<file path="src/rtl/string_hw_pkg.sv">
// string_hw_pkg: shared opcodes, FSM states and ASCII constants for string_hw.
package string_hw_pkg;
    typedef enum logic [2:0] {
        OP_CMP    = 3'd0,
        OP_UPPER  = 3'd1,
        OP_LOWER  = 3'd2,
        OP_STRLEN = 3'd3
    } op_t;
    typedef enum logic [1:0] {
        S_IDLE = 2'd0,
        S_RUN  = 2'd1,
        S_DONE = 2'd2
    } state_t;
    localparam logic [7:0] CASE_DELTA = 8'h20;
    localparam logic [7:0] LC_LO = 8'h61;
    localparam logic [7:0] LC_HI = 8'h7A;
    localparam logic [7:0] UC_LO = 8'h41;
    localparam logic [7:0] UC_HI = 8'h5A;
endpackage

</file>
<file path="src/rtl/string_hw_byte_alu.sv">
// string_hw_byte_alu: per-byte case conversion, equality and (with STRING_HW_STRLEN_EN) non-zero flag.
module string_hw_byte_alu
    import string_hw_pkg::*;
(
    input  logic [7:0] a,
    input  logic [7:0] b,
    output logic [7:0] upper,
    output logic [7:0] lower,
`ifdef STRING_HW_STRLEN_EN
    output logic       nz,
`endif
    output logic       eq
);
    assign upper = (a >= LC_LO && a <= LC_HI) ? a - CASE_DELTA : a;
    assign lower = (a >= UC_LO && a <= UC_HI) ? a + CASE_DELTA : a;
    assign eq    = a == b;
`ifdef STRING_HW_STRLEN_EN
    assign nz    = a != 8'h00;
`endif
endmodule

</file>
<file path="src/rtl/string_hw.sv">
// string_hw: byte-serial string compare/case-convert engine, 4 bytes LSB first.
// Optional strlen on index 3 when STRING_HW_STRLEN_EN is defined.
module string_hw
    import string_hw_pkg::*;
(
    input  logic        clk,
    input  logic        reset,
    input  logic        go,
    input  logic [2:0]  index,
    input  logic [31:0] A,
    input  logic [31:0] B,
    input  logic [2:0]  length,
    output logic        done,
    output logic [31:0] result
);
    state_t      state;
    logic [2:0]  cnt, len_q, op_q;
    logic [31:0] a_q, b_q, work, res_n, res_ext;
    logic        eq_acc, eq_b, in_win;
    logic [7:0]  a_b, b_b, up_b, lo_b, nb;
    logic [4:0]  sel;

    assign sel    = {cnt[1:0], 3'b000};
    assign a_b    = a_q[sel +: 8];
    assign b_b    = b_q[sel +: 8];
    assign in_win = cnt < len_q;
    assign done   = state == S_DONE;
    assign nb     = (op_q == OP_UPPER) ? up_b : (op_q == OP_LOWER) ? lo_b : a_b;

`ifdef STRING_HW_STRLEN_EN
    logic [2:0] nz_cnt;
    logic       nz_b;
    assign res_ext = (op_q == OP_STRLEN) ? {29'b0, nz_cnt} : 32'b0;
`else
    assign res_ext = 32'b0;
`endif

    assign res_n = (op_q == OP_CMP) ? {31'b0, eq_acc}
                 : (op_q == OP_UPPER || op_q == OP_LOWER) ? work : res_ext;

    string_hw_byte_alu u_alu (
        .a     (a_b),
        .b     (b_b),
        .upper (up_b),
        .lower (lo_b),
`ifdef STRING_HW_STRLEN_EN
        .nz    (nz_b),
`endif
        .eq    (eq_b)
    );

    always_ff @(posedge clk or negedge reset) begin
        if (!reset) begin
            state  <= S_IDLE;
            cnt    <= 3'd0;
            len_q  <= 3'd0;
            op_q   <= 3'd0;
            a_q    <= 32'b0;
            b_q    <= 32'b0;
            work   <= 32'b0;
            eq_acc <= 1'b0;
            result <= 32'b0;
`ifdef STRING_HW_STRLEN_EN
            nz_cnt <= 3'd0;
`endif
        end else begin
            case (state)
                S_IDLE: if (go) begin
                    a_q    <= A;
                    b_q    <= B;
                    work   <= A;
                    op_q   <= index;
                    len_q  <= (length == 3'd0 || length > 3'd4) ? 3'd4 : length;
                    cnt    <= 3'd0;
                    eq_acc <= 1'b1;
`ifdef STRING_HW_STRLEN_EN
                    nz_cnt <= 3'd0;
`endif
                    state  <= S_RUN;
                end
                // cnt 0..3 walks bytes LSB first; cnt==4 publishes the result
                S_RUN: if (cnt == 3'd4) begin
                    result <= res_n;
                    state  <= S_DONE;
                end else begin
                    cnt <= cnt + 3'd1;
                    if (in_win) begin
                        work[sel +: 8] <= nb;
                        eq_acc         <= eq_acc & eq_b;
`ifdef STRING_HW_STRLEN_EN
                        nz_cnt         <= nz_cnt + {2'b0, nz_b};
`endif
                    end
                end
                S_DONE: if (!go) state <= S_IDLE;
                default: state <= S_IDLE;
            endcase
        end
    end
endmodule

</file>
<file path="config.mk">
export PLATFORM = sky130hd
export DESIGN_NAME = string_hw
export DESIGN_NICKNAME = d
export VERILOG_FILES = /design/src/rtl/string_hw_pkg.sv /design/src/rtl/string_hw_byte_alu.sv /design/src/rtl/string_hw.sv
export SDC_FILE = /design/constraint.sdc
export NUM_CORES = 1
export LEC_CHECK = 0
export BUFFER_PORTS_ARGS = -buffer_cell sky130_fd_sc_hd__buf_2
export CAP_MARGIN = 10
export CELL_PAD_IN_SITES_DETAIL_PLACEMENT = 0
export CELL_PAD_IN_SITES_GLOBAL_PLACEMENT = 1
export CORE_MARGIN = 10
export CORE_UTILIZATION = 24
export DETAILED_ROUTE_END_ITERATION = 10
export PLACE_DENSITY = 0.54
export SYNTH_ARGS = -nofsm -noshare
export SYNTH_HDL_FRONTEND = slang
export SYNTH_SLANG_ARGS = --single-unit
</file>
<file path="constraint.sdc">
create_clock -name clk -period 3.95 [get_ports clk]
set_clock_uncertainty 0.15 [all_clocks]
set_input_delay 0.1975 -clock clk [delete_from_list [all_inputs] [get_ports clk]]
set_output_delay 0.1975 -clock clk [all_outputs]
set_load 0.005 [all_outputs]
</file>
# After elaboration in Yosys (flattened, before gate mapping)
# Index checks and enable logic that the tools add are counted.
[totals] romBits=0 mem_count=0 wordCells=71 latchBits=0 reg_bits=140 in_bits=73 output_inout_bits=33 mem_bits_rw=0
[classes] bitwise=1 mul=0 reduce_logical=13 mux=23 n_eq_ne=11 shift=4 addsub=4 div=0 order_cmp=6
[ops] operator="$mux 32" n=5
[ops] operator="$pmux 32 s2" n=1
[ops] operator="$shiftx 32x6->8" n=2
[ops] operator="$bwmux 32" n=1
[ops] operator="$mux 8" n=4
[ops] operator="$shift 8x7->32 const A" n=1
[ops] operator="$shiftx 8x7->32" n=1
[ops] operator="$ge 8x7->1 const B" n=2
[ops] operator="$le 8x7->1 const B" n=2
[ops] operator="$ne 2x2->1 const B" n=5
[ops] operator="$mux 3" n=3
[ops] operator="$add 8x6->8 const B" n=1
[ops] operator="$eq 8x8->1" n=1
[ops] operator="$sub 8x6->8 const B" n=1
[ops] operator="$neg 5->7" n=1
[ops] operator="$logic_not 3->1" n=2
[ops] operator="$mux 2" n=3
[ops] operator="$pmux 2 s3" n=1
[ops] operator="$pmux 3 s2" n=1
[ops] operator="$reduce_and 3->1" n=2
[ops] operator="$reduce_and 2->1" n=2
[ops] operator="$reduce_and 4->1" n=1
[ops] operator="$add 3x1->3 const B" n=1
[ops] operator="$eq 3x1->1 const B" n=1
[ops] operator="13 further kinds" n=17

# Logic depth before layout (Yosys ltp)
# Gate-level depths: netlist of run 1.
[depth] word_depth=11 ltp_mapped=11

# Hierarchy
# Synthesis of run 1 repeated with hierarchy kept, for this count alone.
[unflattened] hier_cells=626 area_unflattened_um2=6505.0
[by_module_without_submodules] mod="string_hw" cells_per_inst=577 n_inst=1 area_per_inst_um2=6145.9
[by_module_without_submodules] mod="string_hw_byte_alu" cells_per_inst=49 n_inst=1 area_per_inst_um2=359.1

# Worst setup path before layout of run 1
# Ideal clock, no wire load.
[synth_path] path_kind="flip-flop to flip-flop" start="register cnt[0]" end="register work[14]" setup_time_ps=125 path_stages_with_launch=10 path_slack_ps=860 synth_period_minus_slack_ps=3090 t_required_ps=3675 arrival_time_ps=2815 path_cell_list="dfrtp_1 -> buf_6 -> mux4_2 -> clkbuf_1 -> inv_1 -> ha_1 -> o32a_1 -> or3b_1 -> a32o_1 -> mux2_2"
[synth_via] elab_chain_len=11
[synth_rtl] item="start: declaration" line_no="string_hw.sv:17" rtl="logic [2:0] cnt, len_q, op_q;"
[synth_rtl] item="start signal: assignment" line_no="string_hw.sv:86" rtl="cnt <= cnt + 3'd1;"
[synth_rtl] item="$shiftx 32x6->8" line_no="string_hw.sv:24" rtl="assign a_b = a_q[sel +: 8];"
[synth_rtl] item="$ge 8x7->1 or $le 8x7->1 (tied branches)" line_no="string_hw_byte_alu.sv:15" rtl="assign lower = (a >= UC_LO && a <= UC_HI) ? a + CASE_DELTA : a;"
[synth_rtl] item="$logic_and 1x1->1" line_no="string_hw_byte_alu.sv:15"
[synth_rtl] item="$mux 8" line_no="string_hw_byte_alu.sv:15"
[synth_rtl] item="$mux 8 (2 in a row)" line_no="string_hw.sv:28" rtl="assign nb = (op_q == OP_UPPER) ? up_b : (op_q == OP_LOWER) ? lo_b : a_b;"
[synth_rtl] item="$shiftx 8x7->32" line_no="string_hw.sv:88" rtl="work[sel +: 8] <= nb;"
[synth_rtl] item="$bwmux 32" line_no="string_hw.sv:88"
[synth_rtl] item="$mux 32" line_no="string_hw.sv:87" rtl="if (in_win) begin"
[synth_rtl] item="$mux 32" line_no="string_hw.sv:82" rtl="S_RUN: if (cnt == 3'd4) begin"
[synth_rtl] item="$pmux 32 s2" line_no="string_hw.sv:67" rtl="case (state)"
[synth_rtl] item="end signal: indexed assignment" line_no="string_hw.sv:88"
[synth_rtl] item="end: declaration" line_no="string_hw.sv:18" rtl="logic [31:0] a_q, b_q, work, res_n, res_ext;"
# Parallel ways exist; a longest one is shown, timed or not. The select of a mux whose other input is x is not followed.
# A chain may end at the register's enable or synchronous reset.

# Worst setup path after layout of run 1
# Ends and elaborated chain as after synthesis.

==> results.txt, run 1 <==
* Run status: completed
- No sink is reached through more buffers than the 2 on the longest clock path.
* Cells along the critical path: mux4_2 > inv_1 > ha_1 > o32a_1 > or3b_1 > a32o_1 > mux2_2
* Ratio of routed vias to standard cells: approximately 4.6
* Synth Register Bits: 140
- Buffers placed on the I/O ports in this run total around 110.
- The number of gates resized after CTS was 0.
- HPWL Detailed: ~13000 um
* Synth top area share: 0.560
- For the pin with the worst max-slew slack, the measured transition is around 0.86 ns.
- Pins Over Slew Limit: 0
- STA classifies the critical path endpoint as a flip-flop.
- Post-synth cell types: between 40 and 50
- Synthesis produced between 400 and 500 cells.
- At the end of the flow the core is filled with cells to 0.328.
- Antenna violation net count after detailed routing: 0
- The initial utilization of the core area, before any placement, comes to 0.242.
- CTS built an H-tree with a depth of 4.
- Setup tns final: 0 ns
- The first global-routing pass estimated 29600 um of wire.
- Number of synthesized flops with an enable pin: 0
- dfrtp_1 takes more of the synthesized area than any other cell.
- Post-layout nets: about 740
- Entering global routing, the biggest net connects 90 pins.
* Horizontal die dimension: approximately 180 um
* Worst Slack Setup Final: around 0.55 ns
- The via count of the first global-routing pass is 5054.
* Clock tree from TritonCTS: yes
- STA puts the critical path data arrival time at approximately 3.6 ns.
- Max-slew headroom at the worst pin: 0.427
- Setup violations remaining at the end of the flow were counted as 0.
* Detailed-route DRC error count: 0
- Cell types occupying the most area after synthesis: dfrtp_1, mux2_2, mux4_2, a22o_1, a22oi_1
- Mean area per synthesized cell: around 13 um^2
- Largest vdd supply drop: between 300 and 400 uV
- Max stage delay cell, worst path: dfrtp_1
- Ratio of cells with drive above 1 in the final layout: 0.359
- Total Wirelength: roughly 19000 um
* Critical path peak fanout: 9
- Seq/Total Area, Yosys: 0.560
* Min-Delay Path Class: in2async
- Tightest hold margin: 0.260 ns
- Worst Setup Path Type: reg2reg
* First-pass iteration count of the detailed router: 4
* Starting DRC count in detailed routing: roughly 330
- In this run, CTS created clock tree buffers numbering 17.
- Derived from the worst setup path, the maximum achievable clock frequency is 294 MHz.
- Root buffer cell: clkbuf_16
- In the finished design, the share of the clock period the worst path needs comes to 0.860.
* Leakage power of the design: between 3 and 4 nW
- At the placement stage, the worst setup path has a slack of 0.554 ns.
* Post-route minimum period: ~3.4 ns
- Power spread over the standard cell area amounts to 820 nW/um^2.
- For this run, the leading register cell type out of synthesis is dfrtp_1.
- Count of boundary I/O pins: between 100 and 150
- When the netlist entered floorplanning its net count stood at roughly 560.
* Layout overhead on the synthesized area: 35.4%
- STA classifies the critical path startpoint as a flip-flop.
- The final hold violation count is 0.
- Routed via count: 4631
* Total global routing overflow: 0
* Async set or reset register ratio after synthesis: 1.00
- Diodes inserted: 0
* Total of warnings raised by yosys: 0
- Initial antenna violation count: 0
- Required time of the critical path: between 4 and 5 ns
* Clk pin slew, worst setup/hold paths: 0.06 ns
* Total number of clock tree sinks: 140
- Detailed-route wire length per cell: 18.7 um
- Die extent in y: between 150 and 200 um
* Total global routing track utilization: 0.115
- Number of standard-cell rows in the floorplan: 59
- Setup repair after global routing missed its margin: no
- Die area: ~33000 um^2
* Post-synthesis instance area: 6250 um^2
- Max-cap violations in this run came to 0.
- The region available for standard cell placement spans between 20000 and 30000 um^2.
- Final Wtd Congestion: 0.820
* Latest clock arrival within the worst-skew pair: 0.44 ns
- In this design, the stage delay of the slowest critical-path cell is 0.73 ns.
-- worst max-delay path, delay by kind of cell (launching register included) --
family | cells | cell delay (ns)
simple gates | 1 | 0.46
buf+inv | 1 | 0.12
mux | 2 | 0.96
compound gates | 2 | 0.62
flops | 1 | 0.73
fa+ha+maj | 1 | 0.25
-- path summary, 6_finish.rpt --
path | start | end | slack (ns) | cells past startpoint
max | cnt[0] | work[14] | 0.55 | 7
min | reset | b_q[20] | 0.26 | 2
max reg2reg | cnt[0] | work[14] | 0.55 | 7
min reg2reg | result[0] | result[0] | 0.32 | 2
max in group asynchronous | reset | b_q[8] | 2.47 | 3
min in group clk | result[0] | result[0] | 0.32 | 2
-- registers in the layout, summed over array words and instances (netlist names) --
register and flops:
work 32, len_q 3, b_q 32, eq_acc 1, state 2, result 32
cnt 3, op_q 3, a_q 32
-- area by class of cell --
type                            instances  area, um^2
Fill cell                            2578       17400
Sequential cell                       140        3500
Multi-Input combinational cell        291        2590
Timing Repair Buffer                  191        1360
Clock buffer                           18         429
Tap cell                              335         419
Clock inverter                         13         120
Inverter                               12        45.0
-- through the flow --
step           cells  power, W  cell area (um^2)
6_report        1000   0.00695              8470
5_1_grt         1000   0.00743              8470
4_1_cts         1000   0.00703              8470
3_5_place_dp     897   0.00543              7200
3_3_place_gp     897   0.00536              7200
2_1_floorplan    473   0.00448              6250
-- report_power, final --
group	leakage, nW	switching [W]	internal (W)
registers	1.73	0.000437	0.00212
logic	1.75	0.00144	0.00143
clock network	0.263	0.000655	0.000864
-- layer usage --
metal  up-vias  wire [um]  GRT usage
li1       2145          -          -
met1      2331       8690      0.149
met2       132       8550      0.177
met3        23       1100     0.0352
met4         0        320     0.0407
met5         -          0          0
-- logic make-up (layout without fill, tap and decap cells) --
family,count (synthesis),count (layout),share of synthesized area
simple gates,70,70,0.0584
compound gates,112,112,0.131
xor+xnor,9,9,0.0126
mux,91,91,0.194
flops,140,140,0.560
fa+ha+maj,9,9,0.0180
buf+inv,42,234,0.0264
-- cell usage in the layout, fill, tap and decap left out, types with 9 or more instances in the layout --
| cell type | instances |
|---|---|
| a22oi_1 | 19 |
| buf_4 | 14 |
| inv_1 | 12 |
| a21oi_1 | 22 |
| nor2_1 | 19 |
| ha_1 | 9 |
| nand2_1 | 18 |
| buf_2 | 104 |
| mux4_2 | 15 |
| clkbuf_16 | 17 |
| dlygate4sd3_1 | 72 |
| a22o_1 | 37 |
| o21ai_0 | 9 |
| dfrtp_1 | 140 |
| mux2_2 | 71 |
| xnor2_1 | 9 |
-- repair_timing --
| action | in CTS | in global routing |
|---|---|---|
| hold endpoints to repair | 179 | 0 |
| hold buffers | 72 | 0 |
| buffers inserted | 0 | 0 |
-- cell usage after synthesis (all sizes together), types with 4 or more instances --
library cell / count
a22o: 37
nand3: 4
a21oi: 22
o21ai: 13
xnor2: 9
nor2: 19
a22oi: 19
ha: 9
mux2: 74
nor3b: 4
inv: 12
clkbuf: 28
dfrtp: 140
mux4: 16
a32oi: 4
a21o: 4
nand2: 18
Power figures use the tool's default switching activity.
==> run 2: changes to the inputs <==
ABC_AREA = 1   (was not set)
PLACE_DENSITY = 0.57   (was 0.54)
==> results.txt, run 2 <==
* Layout overhead on the synthesized area: 32.4% (was 35.4%)
- Setup slack after placement: 1.08 ns (was 0.554 ns)
- The clock latency on the worst-skew pair was 0.42 ns (was 0.44 ns).
* Die area: 35200 um^2 (was 32900 um^2)
- Critical path peak fanout: 34 (was 9)
* Transition at the pin with the smallest max-transition slack: 0.827 ns (was 0.860 ns)
- Root buffer cell: clkbuf_16 (unchanged)
* Library cell with the highest instance count after synthesis: nand2_1 (was dfrtp_1)
- The TritonCTS buffer count came to 17 (unchanged).
- CTS H-Tree Depth: 4 (unchanged)
- The cell that appears most often on the critical path is inv_2.
* Part of the power in registers: 0.326 (was 0.368)
- The power density over the cells came to 819 nW/um^2 (was 820 nW/um^2).
- Largest net degree at the start of global routing: 89 (was 90)
* Hold Path Cell Cnt: 4
- Number of standard-cell rows in the floorplan: 61 (was 59)
- Most used cells in the layout excluding fill and tap cells: nand2_1, dfrtp_1, buf_2 (was dfrtp_1, buf_2, dlygate4sd3_1).
- The summed instance area of the synthesized netlist was 6740 um^2 (was 6250 um^2).
- Setup repair after global routing missed its margin: no (unchanged)
- The final wirelength was 22500 um (was 18700 um).
- Total number of clock tree sinks: 140 (unchanged)
* Clock tree from TritonCTS: yes (unchanged)
* Post-route minimum period: 2.87 ns (was 3.40 ns)
* Vias in the first global route: 6144 (was 5054)
- Required time of the critical path: 4.10 ns (was 4.12 ns)
- The critical path capture point type is a flip-flop (unchanged).
- The top routing layer in use is met4 (unchanged).
* Total global routing overflow: 0 (unchanged)
- The final worst slack was 1.08 ns (was 0.553 ns).
- Min-Delay Path Class: in2reg (was in2async)
* Port Buf Inserts: 105 (unchanged)
- Clk pin slew, worst setup/hold paths: 0.06 ns (about the same)
* Mean area per synthesized cell: 8.08 um^2 (was 13.2 um^2)
- The die extent in x came to 188 um (was 181 um).
- The detailed-route via count is 5944 (was 4631).
- Total of max-cap violations: 0 (unchanged)
* Total global routing track utilization: 0.129 (was 0.115)
* Number of buffers between clock root and the deepest sink: 2 (unchanged)
* Largest vdd supply drop: 367 uV (was 330 uV)
- Initial antenna violation count: 0 (unchanged)
- The max-slew violation count came to 0 (unchanged).
- The number of synthesized flops with an enable pin came to 0 (unchanged).
- Most numerous cell types in the synthesized netlist: nand2_1, dfrtp_1, o21ai_0 (was dfrtp_1, mux2_2, a22o_1)
- The routed length per placed instance was 16.2 um (was 18.7 um).
- The fmax was 348 MHz (was 294 MHz).
- Nets in the synthesized netlist: 916 (was 555)
- HPWL Detailed: 16100 um (was 13400 um)
- The static power due to leakage is 4.47 nW (was 3.74 nW).
* Sequential Area: 3500 um^2 (unchanged)
* Max-slew headroom at the worst pin: 0.449 (was 0.427)
- Wire length of the first global-routing pass: 36200 um (was 29600 um)
* Worst Setup Path Type: reg2reg (unchanged)
- The detailed router's first-iteration violation count came to 412 (was 328).
- Cells along the critical path: inv_2 > ha_1 > a21oi_2 > inv_2 > nand2_4 > nand2_1 > inv_2 > o21ai_1 > inv_1 > nand2_1 > o21ai_0 (was mux4_2 > inv_1 > ha_1 > o32a_1 > or3b_1 > a32o_1 > mux2_2)
* Setup tns final: 0 ns (unchanged)
- The overall die height is 188 um (was 181 um).
* Most common cell after layout, fill and taps aside: nand2_1 (was dfrtp_1)
- Cell types occupying the most area after synthesis: dfrtp_1, nand2_1, o21ai_0, nand3_1, inv_1 (was dfrtp_1, mux2_2, mux4_2, a22o_1, a22oi_1)
- The top cell type's share of synthesized area came to 0.520 (was 0.560).
* Total of warnings raised by yosys: 0 (unchanged)
- The internal power was 0.00410 W (was 0.00441 W).
* Detailed-routing wirelength on met1: 11300 um (was 8690 um)
* Largest stage delay on the critical path: 0.54 ns (was 0.73 ns)
- The net count reported at finish came to 1079 (was 735).
* Total area of multi-input combinational cells: 2800 um^2 (was 2590 um^2)
- The antenna diode count came to 0 (unchanged).
- The starting density of the core is 0.243 (was 0.242).
* Max stage delay cell, worst path: ha_1 (was dfrtp_1)
* Ratio of routed vias to standard cells: 4.28 (was 4.63)
- Final setup violation count: 0 (unchanged)
* Met3 routed WL: 944 um (was 1100 um)
* Critical Path Source Type: flip-flop (unchanged)
* Endpoints failing hold: 0 (unchanged)
- The switching component of the power came to 0.00321 W (was 0.00254 W).
- Total Power: 0.00731 W (was 0.00695 W)
- Share of power burned in the clock network: 0.224 (was 0.219)
- The distinct cell type count of the synthesized netlist is 43 (was 48).
- The area inside the core boundary came to 27800 um^2 (was 25800 um^2).
* Biggest area consumer among synthesized cells: dfrtp_1 (unchanged)
- The count of buffers added by post-CTS timing repair for setup is 0 (unchanged).
- The remaining number of nets flagged by the antenna check after routing was 0 (unchanged).
- Met2 wire length: 10000 um (was 8550 um)
- Share of total power in combinational logic: 0.450 (was 0.413)
- First-pass iteration count of the detailed router: 4 (unchanged)
- Final Wtd Congestion: 0.839 (was 0.820)
- Tightest hold margin: 0.0169 ns (was 0.260 ns)
- Gate count after technology mapping: 834 (was 473)
- The remaining design rule violation count is 0 (unchanged).
* Synth Register Bits: 140 (unchanged)
* Seq/Total Area, Yosys: 0.520 (was 0.560)
- Arrival time of data at the critical path endpoint: 3.03 ns (was 3.56 ns)
- The net switching share of the total power came to 0.439 (was 0.365).
- Run status: completed (unchanged).
- The final design utilization was 0.321 (was 0.328).
- Commonest register cell after synthesis: dfrtp_1 (unchanged)
- Final worst-path cycle share: 0.728 (was 0.860)
* Count of boundary I/O pins: 106 (unchanged)
- The number of cells on the worst reg-to-reg path was 11 (was 7).
- Number of fillers in the final layout: 3049 (was 2578)
* Ratio of cells with drive above 1 in the final layout: 0.180 (was 0.359)
* Async set or reset register ratio after synthesis: 1.00 (unchanged)
## run 2: changes by cell type in the layout (fill, tap and decap cells not counted), sizes merged, moves of 12 or more
cell	change
nand3	+45
nor2	+22
mux2	-70
o21ai	+52
mux4	-16
a22oi	-12
a22o	-37
inv	+56
nand2	+312
## run 2: cell type report
| type | instances | share of cell area |
|---|---|---|
| Sequential cell | 140 | 0.393 |
| Multi-Input combinational cell | 589 | 0.313 |
| Timing Repair Buffer | 185 | 0.148 |
| Tap cell | 378 | 0.0530 |
| Clock buffer | 18 | 0.0481 |
| Inverter | 64 | 0.0269 |
| Clock inverter | 14 | 0.0177 |
## run 2: critical path, delay by kind of cell, from the launching register on
family / cells / cell delay, ns
AO/OA/AOI/OAI: 3 / 0.55
adder cells (fa/ha/maj): 1 / 0.54
buffers and inverters: 4 / 0.84
flip-flops: 1 / 0.38
AND/OR/NAND/NOR: 3 / 0.27
## run 2: metal layers
layer  track usage  vias to the layer above
met3        0.0282                       15
met5             0                        -
li1              -                     3000
met4        0.0314                        0
met2         0.198                      138
met1         0.181                     2791
## run 2: logic make-up after synthesis
kind of cell / count (synthesis) / share of synthesized area
adder cells (fa/ha/maj): 9 / 0.0167
XOR/XNOR: 8 / 0.0104
flip-flops: 140 / 0.520
buffers and inverters: 105 / 0.0659
AO/OA/AOI/OAI: 128 / 0.110
multiplexers: 4 / 0.00780
AND/OR/NAND/NOR: 440 / 0.269
## run 2: through the flow
| stage | instances | area, um^2 |
|---|---|---|
| after floorplan | 834 | 6740 |
| after global placement | 1285 | 7620 |
| after detailed placement | 1285 | 7620 |
| after CTS | 1388 | 8920 |
| after global routing | 1388 | 8920 |
| final | 1388 | 8920 |
## run 2: timing repair
item,CTS,global route
gates resized for setup,0,0
endpoints found under the hold margin,174,0
hold buffers,71,0
## run 2: final timing paths
| kind | start | end | slack, ns |
|---|---|---|---|
| setup / recovery | cnt[0] | work[16] | 1.08 |
| hold / removal | length[2] | len_q[2] | 0.02 |
| setup reg to reg | cnt[0] | work[16] | 1.08 |
| hold reg to reg | result[29] | result[29] | 0.32 |
| max in group asynchronous | reset | a_q[23] | 2.46 |
| min in group asynchronous | reset | result[12] | 0.26 |
## run 2: power groups by stage
stage,clock network (W),logic [W],registers [W]
4_1_cts,0.00167,0.00334,0.00239
3_5_place_dp,0,0.00327,0.00241
2_1_floorplan,0,0.00235,0.00234
5_1_grt,0.00173,0.00377,0.00246
6_report,0.00164,0.00329,0.00238
3_3_place_gp,0,0.00325,0.00241
